==> config.mk <==
export PLATFORM = sky130hd
export DESIGN_NAME = lcd_hex_formatter
export DESIGN_NICKNAME = d
export VERILOG_FILES = /design/src/rtl/lcd_pkg.sv /design/src/rtl/lcd_hex_ascii.sv /design/src/rtl/lcd_hex_formatter.sv
export SDC_FILE = /design/constraint.sdc
export NUM_CORES = 1
export LEC_CHECK = 0
export CAP_MARGIN = 30
export CORE_MARGIN = 4
export CORE_UTILIZATION = 56
export CTS_CLUSTER_DIAMETER = 50
export CTS_CLUSTER_SIZE = 24
export DETAILED_ROUTE_END_ITERATION = 8
export PLACE_DENSITY = 0.77
export SLEW_MARGIN = 0
export SYNTH_ARGS = -nofsm -noshare
export SYNTH_HDL_FRONTEND = slang
export SYNTH_SLANG_ARGS = --single-unit
==> constraint.sdc <==
create_clock -name clk -period 3.7 [get_ports clk]
set_input_delay 0.555 -clock clk [delete_from_list [all_inputs] [get_ports clk]]
set_output_delay 0.555 -clock clk [all_outputs]
set_load 0.02 [all_outputs]
==> src/rtl/lcd_pkg.sv <==
// Shared constants and state encoding for the character-LCD formatting path.
package lcd_pkg;

  // HD44780 set-DDRAM-address command and the row-1 address offset.
  localparam logic [7:0] LCD_CMD_SET_DDRAM    = 8'h80;
  localparam logic [7:0] LCD_LINE1_OFFSET     = 8'h40;

  // ASCII bases: '0' for 0..9, and 'A'-10 for 10..15.
  localparam logic [7:0] ASCII_ZERO           = 8'h30;
  localparam logic [7:0] ASCII_HEX_ALPHA_BASE = 8'h37;

  typedef enum logic [1:0] {
    IDLE,
    CMD,
    DIGIT
  } state_t;

endpackage

==> src/rtl/lcd_hex_ascii.sv <==
// Combinational 4-bit nibble to uppercase ASCII hex character.
module lcd_hex_ascii
  import lcd_pkg::*;
(
  input  logic [3:0] nibble_i,
  output logic [7:0] ascii_o
);

  // Pick the digit or letter base, then add the nibble value.
  always_comb begin
    if (nibble_i < 4'd10) begin
      ascii_o = ASCII_ZERO + {4'b0000, nibble_i};
    end else begin
      ascii_o = ASCII_HEX_ALPHA_BASE + {4'b0000, nibble_i};
    end
  end

endmodule

==> src/rtl/lcd_hex_formatter.sv <==
// Converts a processor word into an LCD byte stream: one set-DDRAM-address
// command followed by the word as uppercase hex digits, MSB first. Repeat
// writes of an unchanged value to the same row are dropped.
module lcd_hex_formatter
  import lcd_pkg::*;
#(
  parameter int DATA_W = 18
) (
  input  logic              clk,
  input  logic              rst,
  input  logic              in_valid,
  output logic              in_ready,
  input  logic [DATA_W-1:0] in_data,
  input  logic              in_line,
  output logic              out_valid,
  input  logic              out_ready,
  output logic [7:0]        out_byte,
  output logic              out_rs,
  output logic              busy
);

  localparam int NDIG  = (DATA_W + 3) / 4;
  localparam int HEX_W = 4 * NDIG;
  localparam int DIG_W = (NDIG > 1) ? $clog2(NDIG) : 1;
  localparam logic [DIG_W-1:0] LAST_DIG = DIG_W'(NDIG - 1);

  state_t            state_q;
  logic [DIG_W-1:0]  dig_q;
  logic [DATA_W-1:0] word_q;
  logic [DATA_W-1:0] last_word_q [2];
  logic [1:0]        last_vld_q;
  logic              out_valid_q;
  logic [7:0]        out_byte_q;
  logic              out_rs_q;

  logic              accept;
  logic              is_dup;
  logic [7:0]        cmd_byte;
  logic [DIG_W-1:0]  fetch_dig;
  logic [DIG_W-1:0]  nib_sel;
  logic [HEX_W-1:0]  hex_word;
  logic [3:0]        fetch_nibble;
  logic [7:0]        fetch_ascii;

  // Handshake decode, duplicate test and the next digit to present.
  // fetch_dig is the digit that becomes visible after the current transfer:
  // digit 0 when leaving CMD, otherwise the one after dig_q.
  always_comb begin
    accept       = in_valid & in_ready;
    is_dup       = last_vld_q[in_line] && (in_data == last_word_q[in_line]);
    cmd_byte     = LCD_CMD_SET_DDRAM | (in_line ? LCD_LINE1_OFFSET : 8'h00);
    fetch_dig    = (state_q == CMD) ? '0 : dig_q + DIG_W'(1);
    nib_sel      = LAST_DIG - fetch_dig;
    hex_word     = HEX_W'(word_q);
    fetch_nibble = 4'(hex_word >> {nib_sel, 2'b00});
  end

  lcd_hex_ascii u_hex_ascii (
    .nibble_i (fetch_nibble),
    .ascii_o  (fetch_ascii)
  );

  // Sequencer: accept/drop words, then walk CMD and DIGIT with registered
  // outputs that only advance on a transfer, so stalls hold the byte.
  // NOTE: non-blocking assignments keep every register sampling pre-edge values.
  always_ff @(posedge clk) begin
    if (rst) begin
      state_q     <= IDLE;
      dig_q       <= '0;
      word_q      <= '0;
      last_vld_q  <= 2'b00;
      out_valid_q <= 1'b0;
      out_byte_q  <= 8'h00;
      out_rs_q    <= 1'b0;
      // NOTE: last_word_q is storage only; last_vld_q gates it, so it needs no reset.
    end else begin
      unique case (state_q)
        IDLE: begin
          if (accept && !is_dup) begin
            word_q               <= in_data;
            last_word_q[in_line] <= in_data;
            last_vld_q[in_line]  <= 1'b1;
            out_valid_q          <= 1'b1;
            out_byte_q           <= cmd_byte;
            out_rs_q             <= 1'b0;
            state_q              <= CMD;
          end
        end
        CMD: begin
          if (out_ready) begin
            dig_q      <= '0;
            out_byte_q <= fetch_ascii;
            out_rs_q   <= 1'b1;
            state_q    <= DIGIT;
          end
        end
        DIGIT: begin
          if (out_ready) begin
            if (dig_q == LAST_DIG) begin
              dig_q       <= '0;
              out_valid_q <= 1'b0;
              state_q     <= IDLE;
            end else begin
              dig_q      <= fetch_dig;
              out_byte_q <= fetch_ascii;
            end
          end
        end
        default: state_q <= IDLE;
      endcase
    end
  end

  assign in_ready  = !rst && (state_q == IDLE);
  assign busy      = (state_q != IDLE);
  assign out_valid = out_valid_q;
  assign out_byte  = out_byte_q;
  assign out_rs    = out_rs_q;

endmodule

Yosys cells after proc, flatten, opt, wreduce, memory -nomap -nowiden
Memories as Yosys holds them, arrays and structs flattened.
Index checks and enable logic that the tools add are counted.
{"block": "word_totals", "ff_bits": 35, "ramBits": 36, "out_inout_bits": 12, "wordCells": 77, "mem_count": 1}
{"name": "last_word_q", "depth": 2, "word_bits": 18, "rd": 1, "rd_clocked_by_memory_dff": 0, "write_ports": 1, "line_no": "lcd_hex_formatter.sv:30", "rtl": "logic [DATA_W-1:0] last_word_q [2];"}
{"block": "classes", "addsub": 4, "n_lt_le_gt_ge": 3, "n_eq_ne": 9, "n_shift": 1, "mux": 32, "bitwise_logic": 2, "n_reduce_logical": 18}
{"cell": "$mux W8", "n": 5}
{"cell": "$pmux W8 S3", "n": 1}
{"cell": "$eq A18 B18 Y1", "n": 1}
{"cell": "$shr A18 B5 Y4", "n": 1}
{"cell": "$add A6 B4 Y7 const A", "n": 2}
{"cell": "$mux W1", "n": 12}
{"cell": "$mux W3", "n": 4}
{"cell": "$ne A2 B2 Y1 const B", "n": 5}
{"cell": "$mux W2", "n": 4}
{"cell": "$reduce_and A4 Y1", "n": 2}
{"cell": "$reduce_bool A2 Y1", "n": 4}
{"cell": "$mux W7", "n": 1}
{"cell": "$pmux W2 S3", "n": 1}
{"cell": "$pmux W3 S2", "n": 1}
{"cell": "$reduce_and A3 Y1", "n": 2}
{"cell": "$reduce_and A5 Y1", "n": 1}
{"cell": "$logic_and A1 B1 Y1", "n": 4}
{"cell": "$lt A4 B4 Y1 const B", "n": 1}
{"cell": "$pmux W1 S2", "n": 2}
{"cell": "$add A3 B1 Y3 const B", "n": 1}
{"cell": "$eq A3 B3 Y1 const B", "n": 1}
{"cell": "$reduce_bool A3 Y1", "n": 1}
{"cell": "$sub A3 B3 Y3 const A", "n": 1}
{"cell": "$eq A2 B1 Y1 const B", "n": 1}
{"cell": "other kinds (9)", "n": 10}

Depth between registers and ports, before layout
{"block": "logic_depth", "word_depth": 9, "mapped_depth": 15, "mapped_depth_nobuf": 14}

Hierarchy
From an unflattened synthesis, not the netlist that was laid out.
{"block": "unflattened", "cells_unflattened": 299, "area_unflattened_um2": 3582.2}
{"module": "lcd_hex_formatter", "n_inst": 1, "cells_each": 283, "area_per_inst_um2": 3477.1}
{"module": "lcd_hex_ascii", "n_inst": 1, "cells_each": 16, "area_per_inst_um2": 105.1}

Worst setup path before layout
Ideal clock, no wire load.
{"block": "synth_timing", "path_kind": "reg2reg", "startpoint": "reg state_q[0]", "endpoint": "mem last_word_q[0][0], enable pin", "setup_time_ps": 393, "arrival_time_ps": 2611, "t_required_ps": 3307, "setup_slack_ps": 696, "path_stages_with_launch": 10, "n_path_buf": 2, "synth_period_minus_slack_ps": 3004, "path_cell_list": "dfxtp_1 -> inv_1 -> ha_1 -> inv_1 -> nor2_1 -> nand2_1 -> o21bai_2 -> buf_6 -> buf_6 -> nor2_1"}
{"block": "synth_via", "elab_chain_len": 8}
{"item": "from (decl)", "line_no": "lcd_hex_formatter.sv:27", "rtl": "state_t state_q;"}
{"item": "from (signal assigned)", "line_no": "lcd_hex_formatter.sv:68", "rtl": "state_q <= IDLE;"}
{"item": "from (signal assigned)", "line_no": "lcd_hex_formatter.sv:86", "rtl": "state_q <= CMD;"}
{"item": "from (signal assigned)", "line_no": "lcd_hex_formatter.sv:94", "rtl": "state_q <= DIGIT;"}
{"item": "$logic_not A2 Y1", "line_no": "lcd_hex_formatter.sv:114", "rtl": "assign in_ready = !rst && (state_q == IDLE);"}
{"item": "$logic_and A1 B1 Y1", "line_no": "lcd_hex_formatter.sv:114"}
{"item": "net in_ready", "line_no": "lcd_hex_formatter.sv:12", "rtl": "output logic in_ready,"}
{"item": "$and A1 B1 Y1", "line_no": "lcd_hex_formatter.sv:49", "rtl": "accept = in_valid & in_ready;"}
{"item": "$logic_and A1 B1 Y1", "line_no": "lcd_hex_formatter.sv:79", "rtl": "if (accept && !is_dup) begin"}
{"item": "$mux W1", "line_no": "lcd_hex_formatter.sv:79"}
{"item": "$mux W1", "line_no": "lcd_hex_formatter.sv:77", "rtl": "unique case (state_q)"}
{"item": "$mux W1", "line_no": "lcd_hex_formatter.sv:67", "rtl": "if (rst) begin"}
{"item": "$mux W1 (not written as such)", "line_no": "lcd_hex_formatter.sv:81", "rtl": "last_word_q[in_line] <= in_data;"}
{"item": "to (decl)", "line_no": "lcd_hex_formatter.sv:30"}
The timed path passes the listed nets, and every way through them passes these cells.

Final worst setup path
{"block": "layout_timing", "startpoint": "reg state_q[1]", "endpoint": "reg out_byte_q[6], in the netlist out_byte[6]"}
{"block": "layout_via", "elab_chain_len": 9, "elab_cells_between_ends": 23, "classes_between": "add/sub (3); order compare (1); eq/ne (6); shift (1); mux (6); bitwise (1); reduce/logical (5)"}
{"item": "$eq A2 B1 Y1", "line_no": "lcd_hex_formatter.sv:52, lcd_hex_formatter.sv:77"}
{"item": "$mux W3", "line_no": "lcd_hex_formatter.sv:52", "rtl": "fetch_dig = (state_q == CMD) ? '0 : dig_q + DIG_W'(1);"}
{"item": "$sub A3 B3 Y3", "line_no": "lcd_hex_formatter.sv:53", "rtl": "nib_sel = LAST_DIG - fetch_dig;"}
{"item": "$shr A18 B5 Y4", "line_no": "lcd_hex_formatter.sv:55", "rtl": "fetch_nibble = 4'(hex_word >> {nib_sel, 2'b00});"}
{"item": "$add A6 B4 Y7 (tied with other cells)", "line_no": "lcd_hex_ascii.sv:14", "rtl": "ascii_o = ASCII_HEX_ALPHA_BASE + {4'b0000, nibble_i};"}
{"item": "$mux W8", "line_no": "lcd_hex_ascii.sv:11", "rtl": "if (nibble_i < 4'd10) begin"}
{"item": "$mux W8", "line_no": "lcd_hex_formatter.sv:99", "rtl": "if (dig_q == LAST_DIG) begin"}
{"item": "$mux W8", "line_no": "lcd_hex_formatter.sv:98", "rtl": "if (out_ready) begin"}
{"item": "$pmux W8 S3", "line_no": "lcd_hex_formatter.sv:77"}
{"item": "to (signal assigned)", "line_no": "lcd_hex_formatter.sv:84", "rtl": "out_byte_q <= cmd_byte;"}
{"item": "to (signal assigned)", "line_no": "lcd_hex_formatter.sv:92", "rtl": "out_byte_q <= fetch_ascii;"}
{"item": "to (signal assigned)", "line_no": "lcd_hex_formatter.sv:105", "rtl": "out_byte_q <= fetch_ascii;"}
{"item": "to (decl)", "line_no": "lcd_hex_formatter.sv:33", "rtl": "logic [7:0] out_byte_q;"}
Parallel ways exist; a longest one is shown, timed or not. The select of a mux whose other input is x is not followed.
A chain may end at the register's enable or synchronous reset.

==> run_results.csv <==
group,metric,value,unit
outcome,status,"finished clean",
critical_path,r2r-start,"state_q[1]$_SDFFE_PP0P_",
critical_path,path_cells,"inv_1 -> ha_1 -> nor2_2 -> inv_2 -> ha_1 -> mux4_2 -> a21oi_1 -> ha_1 -> o21ai_0 -> a311oi_1 -> nor3_1",
critical_path,crit_type,"reg -> reg",
drt,num_vias,2208,
power,p_switching,734,uW
floorplan,fp.dieH,85.5,um
worst_hold_path,hold_path.class,"reg -> reg",
synth,synth_cell_types,45,
power,p_seq_share,40.2,%
placement,gp_congestion,0.891,
drt,first_iter_violations,119,
grt,grt_max_degree,39,
critical_path,cpPeakStageDelay,0.51,ns
synth,syn_area_per_cell,11.7,um^2
timing,rsz0062_at_grt,"no",
cells_and_area,area_growth,18.3,%
drt,ant_nets,0,
critical_path,crit_path_max_fanout,10,
critical_path,worstPathArrival,3.26,ns
timing,fin_crit,3.05,ns
floorplan,core_area,0.00568,mm^2
power,total_power,2.35,mW
critical_path,critPathRequiredTime,3.92,ns
timing,tightest_slew,0.605,ns
cts,worstSkewPairLatency,0.34,ns
cts,hold_buffers,0,
timing,hold_violations,0,
placement,io_buffers,34,
synth,ys_seq_area_share,53.0,%
cts,cts_root_buf,"clkbuf_8",
critical_path,critPathLaunch,"state_q[1]$_SDFFE_PP0P_",
power,pwr-share-clk,28.9,%
cells_and_area,final_cell_mix,"42 x mux2i_1, 36 x edfxtp_1, 35 x nor2_1, 35 x dfxtp_1, 34 x clkdlybuf4s50_1",
drt,firstDrtPassIters,4,
timing,fmax,0.328,GHz
synth,netlist_area,0.00336,mm^2
power,pwr-share-comb,30.9,%
timing,setup_viol,0,
power,leakage,1.54,nW
grt,grt_overflow,0,
cts,htreeDepth,3,
critical_path,cp-start-kind,"flip-flop",
grt,grt_pass1_vias,2224,
cts,clkSinkCount,71,
placement,post-place-ws,0.360,ns
critical_path,rrSetupSlack,0.65,ns
grt,grt_antenna_before_repair,0,
timing,min_period_over_period,82.4,%
power,switching_share,31.2,%
critical_path,crit_slowest_cell,"ha_1",
floorplan,num_rows,27,
grt,grt.total_usage,19.0,%
drt,routed_wl,6330,um
synth,synth-main-ff-cell,"edfxtp_1",
cts,path_clk_slew,0.08,ns
cts,cts.path.max_buffers,2,
synth,synth_fp_nets,317,
timing,setup_tns,0,ns
floorplan,start_util,59.3,%
cts,cts.repair.resized,0,
drt,viasPerCell,5.49,
timing,relSlewSlack,59.7,%
timing,fin_hold_ws,0.461,ns
synth,synth-edff-count,36,
cells_and_area,finalNetCount,355,
cells_and_area,drive_above_1_share,10.6,%
drt,drcViolationCount,0,
critical_path,rr_worst_depth,11,
critical_path,endpoint,"out_byte[6]$_SDFFE_PP0P_",
grt,grt_pass1_wl,10700,um
synth,synth_seq_cells,71,
synth,ys_warn_count,0,
power,powerDensity,590,mW/mm^2
critical_path,end_kind,"flip-flop",
power,peakVddDrop,0.385,mV
synth,synth-async-reset-ratio,0,%
floorplan,pin_count,35,
timing,drv_slew,0,
timing,timing.final.ws_setup,0.653,ns
cts,cts_buffers,9,
cells_and_area,diodes,0,
synth,netlist_instances,287,
cells_and_area,final_common_cell,"mux2i_1",
critical_path,cp_common_cell,"ha_1",
placement,placed_area,0.00376,mm^2
cells_and_area,design_area,0.00398,mm^2
flow_run,maxCapViolations,0,
power,internal_power,1.62,mW
placement,hpwl,4440,um
timing,clock-skew-final,0.00758,ns
cts,post_cts_buffers,0,
cts,cts_tree,"done",
drt,avgRoutedWirePerCell,15.7,um
floorplan,die_area,0.00731,mm^2
critical_path,r2r-end,"out_byte[6]$_SDFFE_PP0P_",
floorplan,chipWidth,85.5,um
[power groups by stage]
stage	clock, mW	combinational, mW	sequential [mW]
after floorplan	0	0.509	0.983
after global placement	0	0.718	0.960
after detailed placement	0	0.725	0.963
after CTS	0.692	0.730	0.946
after global routing	0.729	0.802	0.956
final	0.679	0.726	0.945
[worst max-delay path, delay by kind of cell (launching register included)]
family                     cells  cell delay [ns]
AOI/OAI and AO/OA              3             0.66
adders and majority gates      3             0.95
buffers and inverters          2             0.21
DFF                            1             0.35
muxes                          1             0.35
and+or+nand+nor                2             0.40
[flip-flops by register name, summed over array words and instances (netlist names)]
name,cells
last_vld_q,2
state_q,2
word_q,18
last_word_q,36
out_rs,1
out_valid,1
dig_q,3
out_byte,8
[cell families (layout without fill, tap and decap cells)]
kind of cell             after synthesis  count (layout)  synth area share, %
AO/OA/AOI/OAI                         39              39                 8.44
adder cells (fa/ha/maj)                7               7                 2.60
multiplexers                          45              45                 14.2
buffers and inverters                 29              72                 4.80
flip-flops                            71              71                 53.0
XOR/XNOR                              24              24                 6.25
AND/OR/NAND/NOR                       72              72                 10.8
[worst min path at each step]
stage / to / from / cells past startpoint / slack (ns)
6_report: out_valid$_SDFFE_PP0P_ / out_valid$_SDFFE_PP0P_ / 2 / 0.46
5_1_grt: out_valid$_SDFFE_PP0P_ / out_valid$_SDFFE_PP0P_ / 2 / 0.50
4_1_cts: out_valid$_SDFFE_PP0P_ / out_valid$_SDFFE_PP0P_ / 2 / 0.47
3_5_place_dp: out_valid$_SDFFE_PP0P_ / out_valid$_SDFFE_PP0P_ / 2 / 0.45
3_3_place_gp: out_valid$_SDFFE_PP0P_ / out_valid$_SDFFE_PP0P_ / 2 / 0.45
2_1_floorplan: last_vld_q[1]$_SDFFE_PP0P_ / last_vld_q[1]$_SDFFE_PP0P_ / 2 / 0.45
[cells in the mapped netlist (2+ instances only)]
library cell	n	area, um^2
mux2i_1	42	420
a21oi_1	11	55.1
o32ai_1	2	17.5
clkbuf_1	7	26.3
inv_1	13	48.8
nor4_1	3	18.8
ha_1	7	87.6
a311oi_1	2	17.5
xnor2_1	18	158
a22oi_1	2	15.0
o22ai_1	2	12.5
o21ai_0	4	20.0
buf_2	2	10.0
nor2_1	35	131
xor2_1	6	52.6
nand2_1	12	45.0
edfxtp_1	36	1080
nor4_2	3	37.5
buf_6	4	45.0
o31ai_1	5	37.5
a211oi_1	2	15.0
nand3b_1	7	52.6
nand3_1	2	10.0
and3_1	2	12.5
mux4_2	2	45.0
nand2b_1	3	18.8
dfxtp_1	35	701
[stage by stage]
step	utilization, %	instances
6_report	70.1	402
4_1_cts	70.1	402
5_1_grt	70.1	402
2_1_floorplan	-	287
3_3_place_gp	66.2	386
3_5_place_dp	66.2	386
[layout make-up]
class / count / area [um^2]
clock buffers: 11 / 141
clock inverters: 5 / 81.3
fillers: 452 / 1690
inverters: 14 / 52.6
multi-input cells: 187 / 1420
flip-flops and latches: 71 / 1780
well taps: 72 / 90.1
repair buffers: 42 / 413
[layer usage]
metal	vias up	part of all wire (%)	track usage (%)
met5	-	0	0
met4	0	1.8	7.77
met3	9	3.9	4.03
met2	42	47	29.9
met1	1052	47	25.6
li1	1105	-	-
(Power assumes the default switching activity.)
